==> config.mk <==
export PLATFORM = sky130hd
export DESIGN_NAME = norm_cdf_pair
export DESIGN_NICKNAME = d
export VERILOG_FILES = /design/src/rtl/norm_cdf_pair.sv
export SDC_FILE = /design/constraint.sdc
export NUM_CORES = 1
export LEC_CHECK = 0
export CAP_MARGIN = 20
export CORE_UTILIZATION = 55
export DETAILED_ROUTE_END_ITERATION = 16
export PLACE_DENSITY = 0.71
export SYNTH_ARGS = -nofsm -noshare
export SYNTH_HDL_FRONTEND = slang
export SYNTH_SLANG_ARGS = --single-unit
==> constraint.sdc <==
create_clock -name clk -period 7.3 [get_ports clk]
set_input_delay 0.73 -clock clk [delete_from_list [all_inputs] [get_ports clk]]
set_output_delay 0.73 -clock clk [all_outputs]
set_load 0.02 [all_outputs]
==> src/rtl/norm_cdf_pair.sv <==
// norm_cdf_pair: computes N(d1) and N(d2), the standard normal CDF, in Q16.16.
// A 17-entry table is sampled every 0.25 and linearly interpolated. The two
// operands are processed one after the other so a single multiplier is shared.
// Handshake: a one-cycle norm_start is accepted only in IDLE and is ignored at
// all other times. busy is high from the cycle after accept through ADJ2. done
// is a one-cycle pulse, and nd1/nd2/sat are valid while done is high.
module norm_cdf_pair #(
  parameter int WIDTH = 32
) (
  input  logic             clk,
  input  logic             reset,
  input  logic             norm_start,
  input  logic [WIDTH-1:0] d1,
  input  logic [WIDTH-1:0] d2,
  output logic [WIDTH-1:0] nd1,
  output logic [WIDTH-1:0] nd2,
  output logic             busy,
  output logic             done,
  output logic             sat,
  output logic [3:0]       dbg_state
);

  typedef enum logic [3:0] {
    S_IDLE   = 4'd0,
    S_PREP1  = 4'd1,
    S_FETCH1 = 4'd2,
    S_MUL1   = 4'd3,
    S_ADJ1   = 4'd4,
    S_PREP2  = 4'd5,
    S_FETCH2 = 4'd6,
    S_MUL2   = 4'd7,
    S_ADJ2   = 4'd8,
    S_DONE   = 4'd9
  } state_t;

  state_t             r_state;
  logic [31:0]        r_d1, r_d2;
  logic               r_neg, r_satx, r_sat1, r_sat2;
  logic [3:0]         r_k;
  logic [13:0]        r_f;
  logic signed [31:0] r_base, r_slope, r_p;
  logic [31:0]        r_nd1, r_nd2;
  logic               r_busy, r_done, r_sat;

  // T[i] = round(N(i/4) * 65536), i = 0..16
  function automatic logic [31:0] cdf_rom(input logic [4:0] i);
    case (i)
      5'd0:    cdf_rom = 32'd32768;
      5'd1:    cdf_rom = 32'd39237;
      5'd2:    cdf_rom = 32'd45316;
      5'd3:    cdf_rom = 32'd50684;
      5'd4:    cdf_rom = 32'd55138;
      5'd5:    cdf_rom = 32'd58612;
      5'd6:    cdf_rom = 32'd61158;
      5'd7:    cdf_rom = 32'd62911;
      5'd8:    cdf_rom = 32'd64045;
      5'd9:    cdf_rom = 32'd64735;
      5'd10:   cdf_rom = 32'd65129;
      5'd11:   cdf_rom = 32'd65341;
      5'd12:   cdf_rom = 32'd65448;
      5'd13:   cdf_rom = 32'd65498;
      5'd14:   cdf_rom = 32'd65521;
      5'd15:   cdf_rom = 32'd65530;
      default: cdf_rom = 32'd65534;
    endcase
  endfunction

  logic [31:0]        w_x, w_abs, w_m;
  logic               w_neg;
  logic [31:0]        w_t0, w_t1;
  logic signed [31:0] w_prod, w_y, w_res;

  // Operand select and magnitude (0x80000000 clamps to 0x7FFFFFFF)
  always_comb begin
    w_x   = (r_state == S_PREP2) ? r_d2 : r_d1;
    w_neg = w_x[31];
    w_abs = w_neg ? (32'd0 - w_x) : w_x;
    w_m   = w_abs[31] ? 32'h7FFF_FFFF : w_abs;
  end

  // Table lookup, shared multiply, and final adjust/reflection
  always_comb begin
    w_t0   = cdf_rom({1'b0, r_k});
    w_t1   = cdf_rom({1'b0, r_k} + 5'd1);
    w_prod = r_slope * $signed({18'd0, r_f});
    w_y    = r_satx ? 32'sh0001_0000 : (r_base + (r_p >>> 14));
    w_res  = r_neg ? (32'sh0001_0000 - w_y) : w_y;
  end

  // Control FSM and datapath registers
  always_ff @(posedge clk) begin
    if (reset) begin
      r_state <= S_IDLE;
      r_d1    <= '0;
      r_d2    <= '0;
      r_neg   <= 1'b0;
      r_satx  <= 1'b0;
      r_sat1  <= 1'b0;
      r_sat2  <= 1'b0;
      r_k     <= '0;
      r_f     <= '0;
      r_base  <= '0;
      r_slope <= '0;
      r_p     <= '0;
      r_nd1   <= '0;
      r_nd2   <= '0;
      r_busy  <= 1'b0;
      r_done  <= 1'b0;
      r_sat   <= 1'b0;
    end else begin
      r_done <= 1'b0;
      case (r_state)
        S_IDLE: begin
          if (norm_start) begin
            r_d1    <= d1;
            r_d2    <= d2;
            r_busy  <= 1'b1;
            r_state <= S_PREP1;
          end
        end
        S_PREP1, S_PREP2: begin
          r_neg   <= w_neg;
          r_satx  <= (w_m >= 32'h0004_0000);
          r_k     <= w_m[17:14];
          r_f     <= w_m[13:0];
          r_state <= (r_state == S_PREP1) ? S_FETCH1 : S_FETCH2;
        end
        S_FETCH1, S_FETCH2: begin
          r_base  <= $signed(w_t0);
          r_slope <= $signed(w_t1 - w_t0);
          r_state <= (r_state == S_FETCH1) ? S_MUL1 : S_MUL2;
        end
        S_MUL1, S_MUL2: begin
          r_p     <= w_prod;
          r_state <= (r_state == S_MUL1) ? S_ADJ1 : S_ADJ2;
        end
        S_ADJ1: begin
          r_nd1   <= w_res;
          r_sat1  <= r_satx;
          r_state <= S_PREP2;
        end
        S_ADJ2: begin
          r_nd2   <= w_res;
          r_sat2  <= r_satx;
          r_busy  <= 1'b0;
          r_state <= S_DONE;
        end
        S_DONE: begin
          r_done  <= 1'b1;
          r_sat   <= r_sat1 | r_sat2;
          r_state <= S_IDLE;
        end
        default: r_state <= S_IDLE;
      endcase
    end
  end

  assign nd1       = r_nd1;
  assign nd2       = r_nd2;
  assign busy      = r_busy;
  assign done      = r_done;
  assign sat       = r_sat;
  assign dbg_state = r_state;

endmodule
==> impl_metrics.ini <==
[outcome]
status = finished clean

[placement]
gp_congestion = 0.894
hpwl_um = 42200
port_buffers = 137

[synthesis]
synth_ff_type = dfxtp_1
netlist_top_cells_count = 481 x nand2_1, 342 x inv_1, 274 x fa_1, 235 x dfxtp_1, 188 x and2_1
synth_seq_cells = 235
synth.area.top_cells = fa_1 25%, dfxtp_1 21%, nand2_1 8.2%
netlist.area_leader.share_pct = 24.9
synth_seq_area_share_pct = 21.3
synth_nets = 3149
syn_avg_cell_area_um2 = 8.18
syn_inst = 2696
synth_enable_flop_cells = 0
post-synth-top-count-cell = nand2_1
ys_async_sr_fraction_pct = 0
synth.distinct_cells = 74
synth_area_mm2 = 0.0221
synth_top_cell_by_area = fa_1
ys_warn_count = 0

[sta]
fin_skew_ns = 0.0116
fin_crit_ns = 6.66
report.final.slew_viol_count = 0
whs_ns = 0.460
setup_violations = 0
finalSetupTns_ns = 0
worstMarginPinSlew_ns = 1.08
fmax_ghz = 0.150
rsz0062_at_grt = no
post-route-period-util_pct = 91.3
finalHoldViolCount = 0
max_slew_margin_pct = 27.8

[grt]
overflow = 0
grt_pass1_wl_um = 93600
grt_usage_pct = 27.8
antenna_found_initial = 0
grt_max_degree = 91
grt_pass1_vias = 18700

[layout]
nNetsFinal = 3180
diodes = 0
nFillCells = 3479
utilization_pct = 62.7
area_delta_synth_final_pct = 11.2
drive_above_1_share_pct = 3.32

[setup_path]
cp_slowest_stage_delay_ns = 0.93
slowest_stage = dfxtp_1
crit_path_max_fanout = 29
endpoint_kind = flip-flop
cp_cell_sequence = nand2_1 > fa_1 > fa_1 > inv_1 > fa_1 > fa_1 > fa_1 > inv_1 > fa_1 > inv_1 > ha_1 > nand2_1 > nor3_1 > o221a_2 > o2111ai_1 > nand3_1 > a21oi_1 > a21oi_1 > a21oi_1 > or4_1 > nand3_1
worstPathArrival_ns = 7.13
crit_top_cell = fa_1
criticalPathCategory = reg2reg
cp-start-kind = flip-flop
required_ns = 7.76

[clock_network]
clk_latency_ns = 0.53
cts_setup_buffers = 0
cts_tree = yes
cts_made_buffers = 25
clkTransAtPathRegs_ns = 0.06
cts-resized-gates = 0
clockBufferDepth = 3
cts_sinks = 235
cts_root_buf = clkbuf_16
ctsHoldBuffers = 0
h-tree-depth = 1

[drt]
postRouteAntennaNets = 0
drc = 0
viasPerCell = 5.54
wl_um = 55400
drt-pass1-iter-count = 5
wl_per_cell_um = 17.0
vias = 18100
drtIter0Drc = 1063

[power]
p_total_w = 0.00438
vdd_drop_max_v = 0.000195
powerDensity_mw_per_mm2 = 178
p_leak_nw = 10.9

[floorplanning]
die_w_um = 202
coreArea_mm2 = 0.0391
row_count = 72
die_h_um = 202
pin_count = 138
dieArea_mm2 = 0.0409
start_util_pct = 56.4

[worst_hold_path]
hold_path_class = reg2reg

[job]
cap_violations = 0
==> per-layer routing <==
layer	track usage, %	share of wire (%)	vias to the layer above
met3	3.21	5.2	66
met4	6.42	1.6	0
met2	48.0	49	461
li1	-	-	8680
met5	0	0	-
met1	37.3	44	8854
==> worst paths after layout <==
kind | startpoint | end | cells past startpoint | slack [ns]
setup / recovery | r_f[0] | r_p[30] | 21 | 0.64
hold / removal | nd1[0] | nd1[0] | 2 | 0.46
setup reg to reg | r_f[0] | r_p[30] | 21 | 0.64
hold reg to reg | nd1[0] | nd1[0] | 2 | 0.46
==> cell type report <==
cell class	count	area [um2]	area share (%)
multi-input cells	1965	15500	63.2
flip-flops and latches	235	4700	19.2
repair buffers	158	1530	6.24
inverters	342	1280	5.23
clock buffers	34	719	2.93
well taps	518	648	2.64
clock inverters	10	140	0.571
==> flip-flops by register name, summed over array words and instances, names as in the netlist, 14 cells and up <==
signal / count
nd1: 32
r_p: 18
r_slope: 29
nd2: 32
w_t0: 15
r_f: 14
r_base: 16
r_d1: 32
r_d2: 32
==> worst max-delay path, delay by kind of cell, from the launching register on <==
kind / cells / cell delay (ns)
flops: 1 / 0.93
compound gates: 5 / 0.83
buf+inv: 3 / 0.15
fa+ha+maj: 7 / 3.42
simple gates: 6 / 1.26
==> power breakdown <==
| part | switching, W | internal (W) | total, W | leakage [nW] |
|---|---|---|---|---|
| clock network | 0.000532 | 0.000796 | 0.00133 | 0.414 |
| logic | 0.000831 | 0.000580 | 0.00141 | 8.57 |
| registers | 0.000249 | 0.00139 | 0.00164 | 1.91 |
| total | 0.00161 | 0.00276 | 0.00438 | 10.9 |
==> layout by cell type, fill, tap and decap left out, types with 6 or more instances in the layout <==
cell | Yosys | final
nand4_1 | 7 | 7
nand2_1 | 481 | 481
o21a_1 | 10 | 10
o211ai_1 | 8 | 8
and3_1 | 8 | 7
a21oi_1 | 184 | 184
clkdlybuf4s50_1 | 0 | 136
ha_1 | 112 | 112
or2_2 | 6 | 6
nor2_1 | 166 | 165
o21ai_0 | 48 | 48
nand2b_1 | 9 | 9
fa_1 | 274 | 274
nand3_1 | 23 | 22
a211oi_1 | 57 | 57
o21ai_1 | 7 | 7
nor4_1 | 10 | 10
clkbuf_8 | 0 | 6
xnor2_1 | 63 | 63
o21bai_1 | 6 | 6
o31ai_1 | 7 | 7
buf_4 | 1 | 21
dfxtp_1 | 235 | 235
and2_1 | 188 | 188
clkbuf_16 | 0 | 25
a31oi_1 | 11 | 10
nor2b_1 | 10 | 10
or3_1 | 13 | 13
a211o_1 | 10 | 10
nand3b_1 | 11 | 11
inv_1 | 342 | 342
mux2i_1 | 30 | 30
xor2_1 | 31 | 31
nor3_1 | 73 | 73
a21o_1 | 22 | 22
==> kinds of logic (layout without fill, tap and decap cells) <==
group / Yosys count / count (layout) / share of synthesized area [%]
adder cells (fa/ha/maj): 386 / 386 / 31.2
multiplexers: 33 / 33 / 1.51
AND/OR/NAND/NOR: 1031 / 1031 / 21.7
flip-flops: 235 / 235 / 21.3
XOR/XNOR: 94 / 94 / 3.73
buffers and inverters: 496 / 544 / 8.54
AO/OA/AOI/OAI: 421 / 421 / 11.9
==> through the flow <==
step,setup WS (ns),instance area [um2],std cells
after floorplan,1.33,22100,2696
after global placement,0.852,23700,3218
after detailed placement,0.730,23700,3218
after CTS,0.666,24500,3262
after global routing,0.252,24500,3262
final,0.636,24500,3262
Note: power is estimated with default switching activity, not from simulation.
